--- src/rtl/alu_muldiv_seq.sv ---
// rtl/alu_muldiv_seq.sv - iterative multiply/divide unit with HI/LO result registers
//
// Executes mult (alu_ctrl 4'b1010) and div (alu_ctrl 4'b1111), one bit per cycle,
// as a shift-add multiplier and a restoring divider.
// Optional feature macro: MULDIV_SIGNED_EN (honours signed_op when defined).
//
// Ports:
//   clk          clock, rising edge
//   rst          asynchronous active-high reset
//   start        operation request, sampled only while busy=0
//   alu_ctrl     4-bit ALU control code
//   signed_op    two's-complement operands (MULDIV_SIGNED_EN builds only)
//   a, b         multiplicand/dividend, multiplier/divisor
//   busy         operation in flight
//   done         one-cycle pulse when hi/lo update
//   hi, lo       mult: product halves; div: remainder, quotient
//   div_by_zero  set with done for a div by zero, cleared on next accepted start
module alu_muldiv_seq #(
    parameter int WIDTH = 32
) (
    input  logic             clk,
    input  logic             rst,
    input  logic             start,
    input  logic [3:0]       alu_ctrl,
    input  logic             signed_op,
    input  logic [WIDTH-1:0] a,
    input  logic [WIDTH-1:0] b,
    output logic             busy,
    output logic             done,
    output logic [WIDTH-1:0] hi,
    output logic [WIDTH-1:0] lo,
    output logic             div_by_zero
);
    localparam int CW = $clog2(WIDTH + 1);
    localparam logic [3:0] CTRL_MUL = 4'b1010;
    localparam logic [3:0] CTRL_DIV = 4'b1111;

    typedef enum logic [1:0] {IDLE, MUL, DIV, FIX} state_t;

    state_t             state, state_next;
    logic [CW-1:0]      cnt;
    // mult: {partial product, remaining multiplier bits}; div: {rem, quot}
    logic [2*WIDTH-1:0] acc;
    // mult: multiplicand magnitude; div: divisor magnitude
    logic [WIDTH-1:0]   opnd;
    logic               dz;

    logic               accept;
    logic               is_div_req;
    logic [WIDTH-1:0]   a_mag, b_mag;
    logic [WIDTH:0]     mul_sum;
    logic [WIDTH:0]     rem_sh;
    logic [WIDTH:0]     diff;
    logic [WIDTH-1:0]   fix_hi, fix_lo;

    assign is_div_req = (alu_ctrl == CTRL_DIV);
    assign accept     = start && (state == IDLE) && ((alu_ctrl == CTRL_MUL) || is_div_req);

`ifdef MULDIV_SIGNED_EN
    logic sa, sb;
    logic neg_lo, neg_hi, is_div;
    assign sa    = signed_op & a[WIDTH-1];
    assign sb    = signed_op & b[WIDTH-1];
    assign a_mag = sa ? -a : a;
    assign b_mag = sb ? -b : b;
`else
    logic unused_signed;
    assign unused_signed = signed_op;
    assign a_mag = a;
    assign b_mag = b;
`endif

    // One multiplier step: conditionally add multiplicand into the upper half.
    assign mul_sum = {1'b0, acc[2*WIDTH-1:WIDTH]} + (acc[0] ? {1'b0, opnd} : '0);

    // One restoring-divider step. rem < divisor always holds, so WIDTH+1 bits
    // suffice and diff[WIDTH] is the borrow (negative trial result).
    assign rem_sh = {acc[2*WIDTH-1:WIDTH], acc[WIDTH-1]};
    assign diff   = rem_sh - {1'b0, opnd};

    always_comb begin
        fix_hi = acc[2*WIDTH-1:WIDTH];
        fix_lo = acc[WIDTH-1:0];
`ifdef MULDIV_SIGNED_EN
        // Divide-by-zero leaves raw {a, all-ones} in acc, so no correction.
        if (!dz) begin
            if (is_div) begin
                if (neg_lo) fix_lo = -acc[WIDTH-1:0];
                if (neg_hi) fix_hi = -acc[2*WIDTH-1:WIDTH];
            end else if (neg_lo) begin
                {fix_hi, fix_lo} = -acc;
            end
        end
`endif
    end

    always_comb begin
        state_next = state;
        case (state)
            IDLE: if (accept) state_next = is_div_req ? ((b == '0) ? FIX : DIV) : MUL;
            MUL:  if (cnt == CW'(1)) state_next = FIX;
            DIV:  if (cnt == CW'(1)) state_next = FIX;
            FIX:  state_next = IDLE;
            default: state_next = IDLE;
        endcase
    end

    always_ff @(posedge clk or posedge rst) begin
        if (rst) begin
            state       <= IDLE;
            busy        <= 1'b0;
            done        <= 1'b0;
            hi          <= '0;
            lo          <= '0;
            div_by_zero <= 1'b0;
            cnt         <= '0;
            acc         <= '0;
            opnd        <= '0;
            dz          <= 1'b0;
`ifdef MULDIV_SIGNED_EN
            neg_lo      <= 1'b0;
            neg_hi      <= 1'b0;
            is_div      <= 1'b0;
`endif
        end else begin
            state <= state_next;
            busy  <= (state_next != IDLE);
            done  <= (state == FIX);
            case (state)
                IDLE: if (accept) begin
                    cnt         <= CW'(WIDTH);
                    div_by_zero <= 1'b0;
                    dz          <= is_div_req && (b == '0);
`ifdef MULDIV_SIGNED_EN
                    is_div      <= is_div_req;
                    neg_lo      <= sa ^ sb;
                    neg_hi      <= sa;
`endif
                    if (is_div_req && (b == '0)) begin
                        acc <= {a, {WIDTH{1'b1}}};
                    end else if (is_div_req) begin
                        opnd <= b_mag;
                        acc  <= {{WIDTH{1'b0}}, a_mag};
                    end else begin
                        opnd <= a_mag;
                        acc  <= {{WIDTH{1'b0}}, b_mag};
                    end
                end
                MUL: begin
                    acc <= {mul_sum, acc[WIDTH-1:1]};
                    cnt <= cnt - CW'(1);
                end
                DIV: begin
                    if (diff[WIDTH]) acc <= {rem_sh[WIDTH-1:0], acc[WIDTH-2:0], 1'b0};
                    else             acc <= {diff[WIDTH-1:0], acc[WIDTH-2:0], 1'b1};
                    cnt <= cnt - CW'(1);
                end
                FIX: begin
                    hi          <= fix_hi;
                    lo          <= fix_lo;
                    div_by_zero <= dz;
                end
                default: ;
            endcase
        end
    end
endmodule

--- config.mk ---
export PLATFORM = sky130hd
export DESIGN_NAME = alu_muldiv_seq
export DESIGN_NICKNAME = d
export VERILOG_FILES = /design/src/rtl/alu_muldiv_seq.sv
export SDC_FILE = /design/constraint.sdc
export NUM_CORES = 1
export LEC_CHECK = 0
export BUFFER_PORTS_ARGS = -buffer_cell sky130_fd_sc_hd__buf_2
export CAP_MARGIN = 20
export CELL_PAD_IN_SITES_DETAIL_PLACEMENT = 0
export CELL_PAD_IN_SITES_GLOBAL_PLACEMENT = 1
export CORE_UTILIZATION = 25
export DETAILED_ROUTE_END_ITERATION = 10
export PLACE_DENSITY = 0.52
export SYNTH_ARGS = -nofsm -noshare
export SYNTH_HDL_FRONTEND = slang
export SYNTH_SLANG_ARGS = --single-unit
export TNS_END_PERCENT = 100
--- constraint.sdc ---
create_clock -name clk -period 6.8 [get_ports clk]
set_input_delay 0.68 -clock clk [delete_from_list [all_inputs] [get_ports clk]]
set_output_delay 0.68 -clock clk [all_outputs]
set_load 0.1 [all_outputs]
* Word level (Yosys, flattened, before mapping)
Cells that the tools add are included.
Widths: inputs -> output; s select.
** Cells by class
- Add/sub/neg operators :: 3
- Multiply operators :: 0
- Div/mod/pow operators :: 0
- $lt $le $gt $ge :: 0
- Equal/unequal tests :: 7
- Shift operators :: 0
- Mux-type cells :: 16
- Bitwise operators :: 1
- Reduce and logical (&&, ||, !) cells :: 16
** Operators with widths (count)
- $mux 64 :: 3
- $pmux 64 s3 :: 1
- $mux 32 :: 3
- $add 32x32->33 :: 1
- $sub 33x32->33 :: 1
- $logic_not 32->1 :: 1
- $pmux 6 s2 :: 1
- $eq 4x4->1 const B :: 2
- $reduce_and 2->1 :: 4
- $eq 6x1->1 const B :: 1
- $mux 2 :: 3
- $mux 6 :: 1
- $pmux 2 s3 :: 1
- $reduce_bool 2->1 :: 3
- $sub 6x1->6 const B :: 1
- $eq 2x2->1 const B :: 2
- $logic_and 1x1->1 :: 3
- $reduce_and 3->1 :: 1
- $reduce_bool 3->1 :: 1
- $eq 2x1->1 const B :: 1
- $logic_not 2->1 :: 1
- $mux 1 :: 2
- $ne 2x2->1 const B :: 1
- $pmux 1 s2 :: 1
- 3 further kinds :: 3
** Word-level totals
- Register bits after elaboration :: 172
- Latch bits :: 0
- Bits in writable memories :: 0
- Memory bits (read-only) :: 0
- Bits of input ports :: 72
- Memories :: 0

* Longest topological paths before layout
- Depth in word-level cells :: 6
- Depth in mapped cells :: 17

* Worst setup path before layout
No wires, ideal clock.
- Path kind :: reg2reg
- Start point :: reg acc[31]
- End point :: reg acc[49]
- Setup time :: 0.126 ns
- Arrival :: 3.147 ns
- Required time :: 6.674 ns
- Path slack :: 3.527 ns
- Cell stages (with the launch flop) :: 17
- Clock period less this slack :: 3.273 ns
- Path through :: dfrtp_1 inv_1 ha_1 inv_1 fa_1 a211oi_1 o211ai_1 nand2_1 nand2_1 a21o_1 a221oi_2 xnor2_1 buf_2 buf_6 mux2_4 a221oi_2 nor3_1
** Between the ends
- Longest elaborated chain between the ends :: 3
** Ends and longest elaborated chain
- start, declared :: line 43 : logic [2*WIDTH-1:0] acc;
- start signal, assigned :: line 140 : acc <= {a, {WIDTH{1'b1}}};
- start signal, assigned :: line 143 : acc <= {{WIDTH{1'b0}}, a_mag};
- start signal, assigned :: line 146 : acc <= {{WIDTH{1'b0}}, b_mag};
- $sub 33x32->33 :: line 79 : assign diff = rem_sh - {1'b0, opnd};
- $mux 64 :: line 154 : if (diff[WIDTH]) acc <= {rem_sh[WIDTH-1:0], acc[WIDTH-2:0], 1'b0};
- $pmux 64 s3 :: line 129 : case (state)
No other way between the ends.
A chain may end at the register's enable or synchronous reset.

* Final worst setup path
- Start point :: reg acc[31]
- End point :: reg acc[44]
The elaborated chain is that of the path after synthesis.

==> key figures <==
Status
  – Status: completed

Min path
  – Worst hold path class: in2async

Clocking
  – Max Buffers Root-to-Sink: 2
  – Post-cts hold buffer count: 0
  – TritonCTS clock tree: done
  – Worst-skew pair later-pin latency: 0.47 ns
  – Inserted Clock Buffers: 17
  – Clock root cell: clkbuf_16
  – Post-CTS Repair Setup Buffers: 0
  – H-tree Lvls: 4
  – CTS sink count: 172
  – CTS resizes: 0
  – Reg clk slew, reported paths: 0.07 ns

GRT
  – Largest net degree at the start of global routing: 119
  – Number of global-route vias before repair: 10,800
  – Top Usage Layer GRT: met2
  – Met3 GRT Util: 0.0220
  – Grt ovf: 0
  – Initial antenna violation count: 1
  – GR Layer Usage met1: 0.248
  – Met2 Track Usage GR: 0.266
  – First-pass GRT wire length: 65.5 mm
  – Gr usage total: 0.172

Timing
  – Final hold violation count: 0
  – Final period util: 0.649
  – RSZ-0062 raised after global routing: false
  – Clock Skew: 0.0107 ns
  – Worst-Margin Slew: 0.929 ns
  – Tmin final: 4.41 ns
  – Finish-stage setup viols: 0
  – Setup tns final: 0 ns
  – F_max: 227 MHz
  – Slew Limit Fails: 0
  – Slew HR: 0.381

Setup path
  – Register-to-register setup slack: 2.39 ns
  – FF-to-FF path depth: 15
  – Crit-path max cell delay: 0.49 ns
  – CP max FO: 33
  – Crit. End Element: register
  – WP data arrival: 4.75 ns
  – Crit-path cells: inv_1 -> ha_1 -> inv_1 -> fa_1 -> a211oi_1 -> o211ai_1 -> nand2_1 -> nand2_1 -> a21o_1 -> a221oi_2 -> xnor2_2 -> buf_4 -> mux2_2 -> a221oi_1 -> nor3_1
  – RR Endpoint: acc[44]$_DFFE_PP0P_
  – Setup Crit Path Kind: reg2reg
  – CP Launch Type: register
  – CP max-delay cell: dfrtp_1
  – Worst path required time: 7.14 ns
  – Critical path origin: acc[31]$_DFFE_PP0P_
  – Worst r2r src: acc[31]$_DFFE_PP0P_

Synthesis
  – Unique masters post-synth: 56
  – Sequential cell area fraction in the yosys report: 0.356
  – Post-synth EDFFs: 0
  – FFs w/ async S/R, synth: 1.00
  – Most frequent cell after synthesis: dfrtp_1
  – Flops & latches, synth: 172
  – Commonest register cell after synthesis: dfrtp_1
  – Area contributors post-synth: dfrtp_1, mux2_2, ha_1
  – Syn avg cell area: 8.52 sq um
  – Mapped Area: 0.0121 sq mm
  – Synth top cells by count: dfrtp_1, nand2_1, nor2_1, a21oi_1, nor3_1
  – Mapped Cells: 1,418
  – Syn Nets: 1,562
  – Leading area contributor after synthesis: dfrtp_1
  – Yosys warnings: 0
  – Yosys top cell area share: 0.356

Detailed routing
  – Via/cell ratio: 5.05
  – Avg WL per Cell: 19.6 um
  – Vias: 10,800
  – DRT iter0 DRCs: 569
  – Pre-antenna DRT Iters: 5
  – Routed WL: 41.7 mm
  – Final ANT Viol Nets: 0
  – DRC Markers: 0

Finish
  – Fin area: 0.0140 sq mm
  – Area grow syn2layout: 15.8%
  – Fill count: 5,075
  – Final net count: 1,646
  – ANT cells: 0
  – Layout cell share with drive strength beyond 1: 0.187

Floorplan
  – IO Pins: 139
  – Die Area: 0.0492 sq mm
  – Die Span X: 222 um
  – Initial core utilization: 0.253
  – Die Y: 222 um
  – Core area: 0.0477 sq mm
  – Core Rows: 80

Place
  – Routability congestion estimate: 0.836
  – Placed Area: 0.0134 sq mm
  – Dpl hpwl: 30.3 mm
  – IO buf count: 137

Flow run
  – Max-Cap Viols: 0
stage by stage:
stage	hold WS [ns]	utilization	std cells	setup WS, ns
floorplan	0.466	-	1418	1.46
global placement	0.485	0.280	2097	2.35
detailed placement	0.479	0.280	2097	2.31
CTS	0.449	0.293	2129	2.28
global route	0.492	0.293	2130	2.07
finish	0.404	0.293	2130	2.39
kinds of logic after synthesis:
group | Yosys count | synth area share
AO/OA/AOI/OAI | 389 | 0.207
XOR/XNOR | 64 | 0.0464
adder cells (fa/ha/maj) | 72 | 0.0758
buffers and inverters | 144 | 0.0459
flip-flops | 172 | 0.356
multiplexers | 91 | 0.0851
AND/OR/NAND/NOR | 486 | 0.183
worst max path at each step:
stage | endpoint
after global routing | acc[38]$_DFFE_PP0P_
after global placement | acc[56]$_DFFE_PP0P_
after CTS | acc[56]$_DFFE_PP0P_
final | acc[44]$_DFFE_PP0P_
after floorplan | acc[0]$_DFFE_PP0P_
after detailed placement | acc[56]$_DFFE_PP0P_
flip-flops by register name (all words and copies together) (netlist names), 2 cells and up:
register,cells
opnd,32
lo,32
acc,64
cnt,6
state,2
hi,32
final cells by class:
class / instances / area, sq um / area share
Clock buffer: 20 / 447 / 0.0319
Clock inverter: 12 / 169 / 0.0121
Inverter: 57 / 221 / 0.0158
Multi-Input combinational cell: 1102 / 7270 / 0.520
Sequential cell: 172 / 4300 / 0.308
Tap cell: 615 / 769 / 0.0550
Timing Repair Buffer: 152 / 811 / 0.0580
layout by cell type (no fill, tap or decap), types with 4 or more instances in the layout:
master,synthesis,layout
a211oi_1,19,19
a21o_1,32,32
a21oi_1,121,120
a221oi_1,26,26
a22o_1,31,31
a31oi_1,42,42
and2_1,37,37
buf_2,5,137
buf_4,0,14
bufinv_16,0,4
clkbuf_16,0,17
clkinv_2,0,5
dfrtp_1,172,172
ha_1,70,66
inv_1,57,56
mux2_1,5,5
mux2_2,84,84
nand2_1,150,150
nand2b_1,18,17
nand3_1,15,15
nand4_1,9,9
nor2_1,134,132
nor2b_1,4,4
nor3_1,93,92
nor4_1,11,11
o2111ai_1,4,4
o211ai_1,12,12
o21a_1,4,4
o21ai_0,69,69
o41ai_1,4,4
xnor2_1,38,37
xor2_1,26,26
worst max-delay path, delay by kind of cell, from the launching register on:
kind,cells,cell delay [ns]
adder cells (fa/ha/maj),2,0.63
flip-flops,1,0.49
multiplexers,1,0.39
buffers and inverters,3,0.65
AO/OA/AOI/OAI,5,1.44
XOR/XNOR,1,0.22
AND/OR/NAND/NOR,3,0.44
routing by layer:
metal | vias to the layer above | routed length, um | share of wire
met2 | 234 | 18600 | 0.45
met3 | 37 | 1670 | 0.040
met4 | 2 | 656 | 0.016
li1 | 5275 | - | -
met5 | - | 17 | 0.00041
met1 | 5203 | 20800 | 0.50
Power is left out: the tool's default activity adds up to more than one toggle a clock period on the data nets, which glitch-free logic cannot reach.
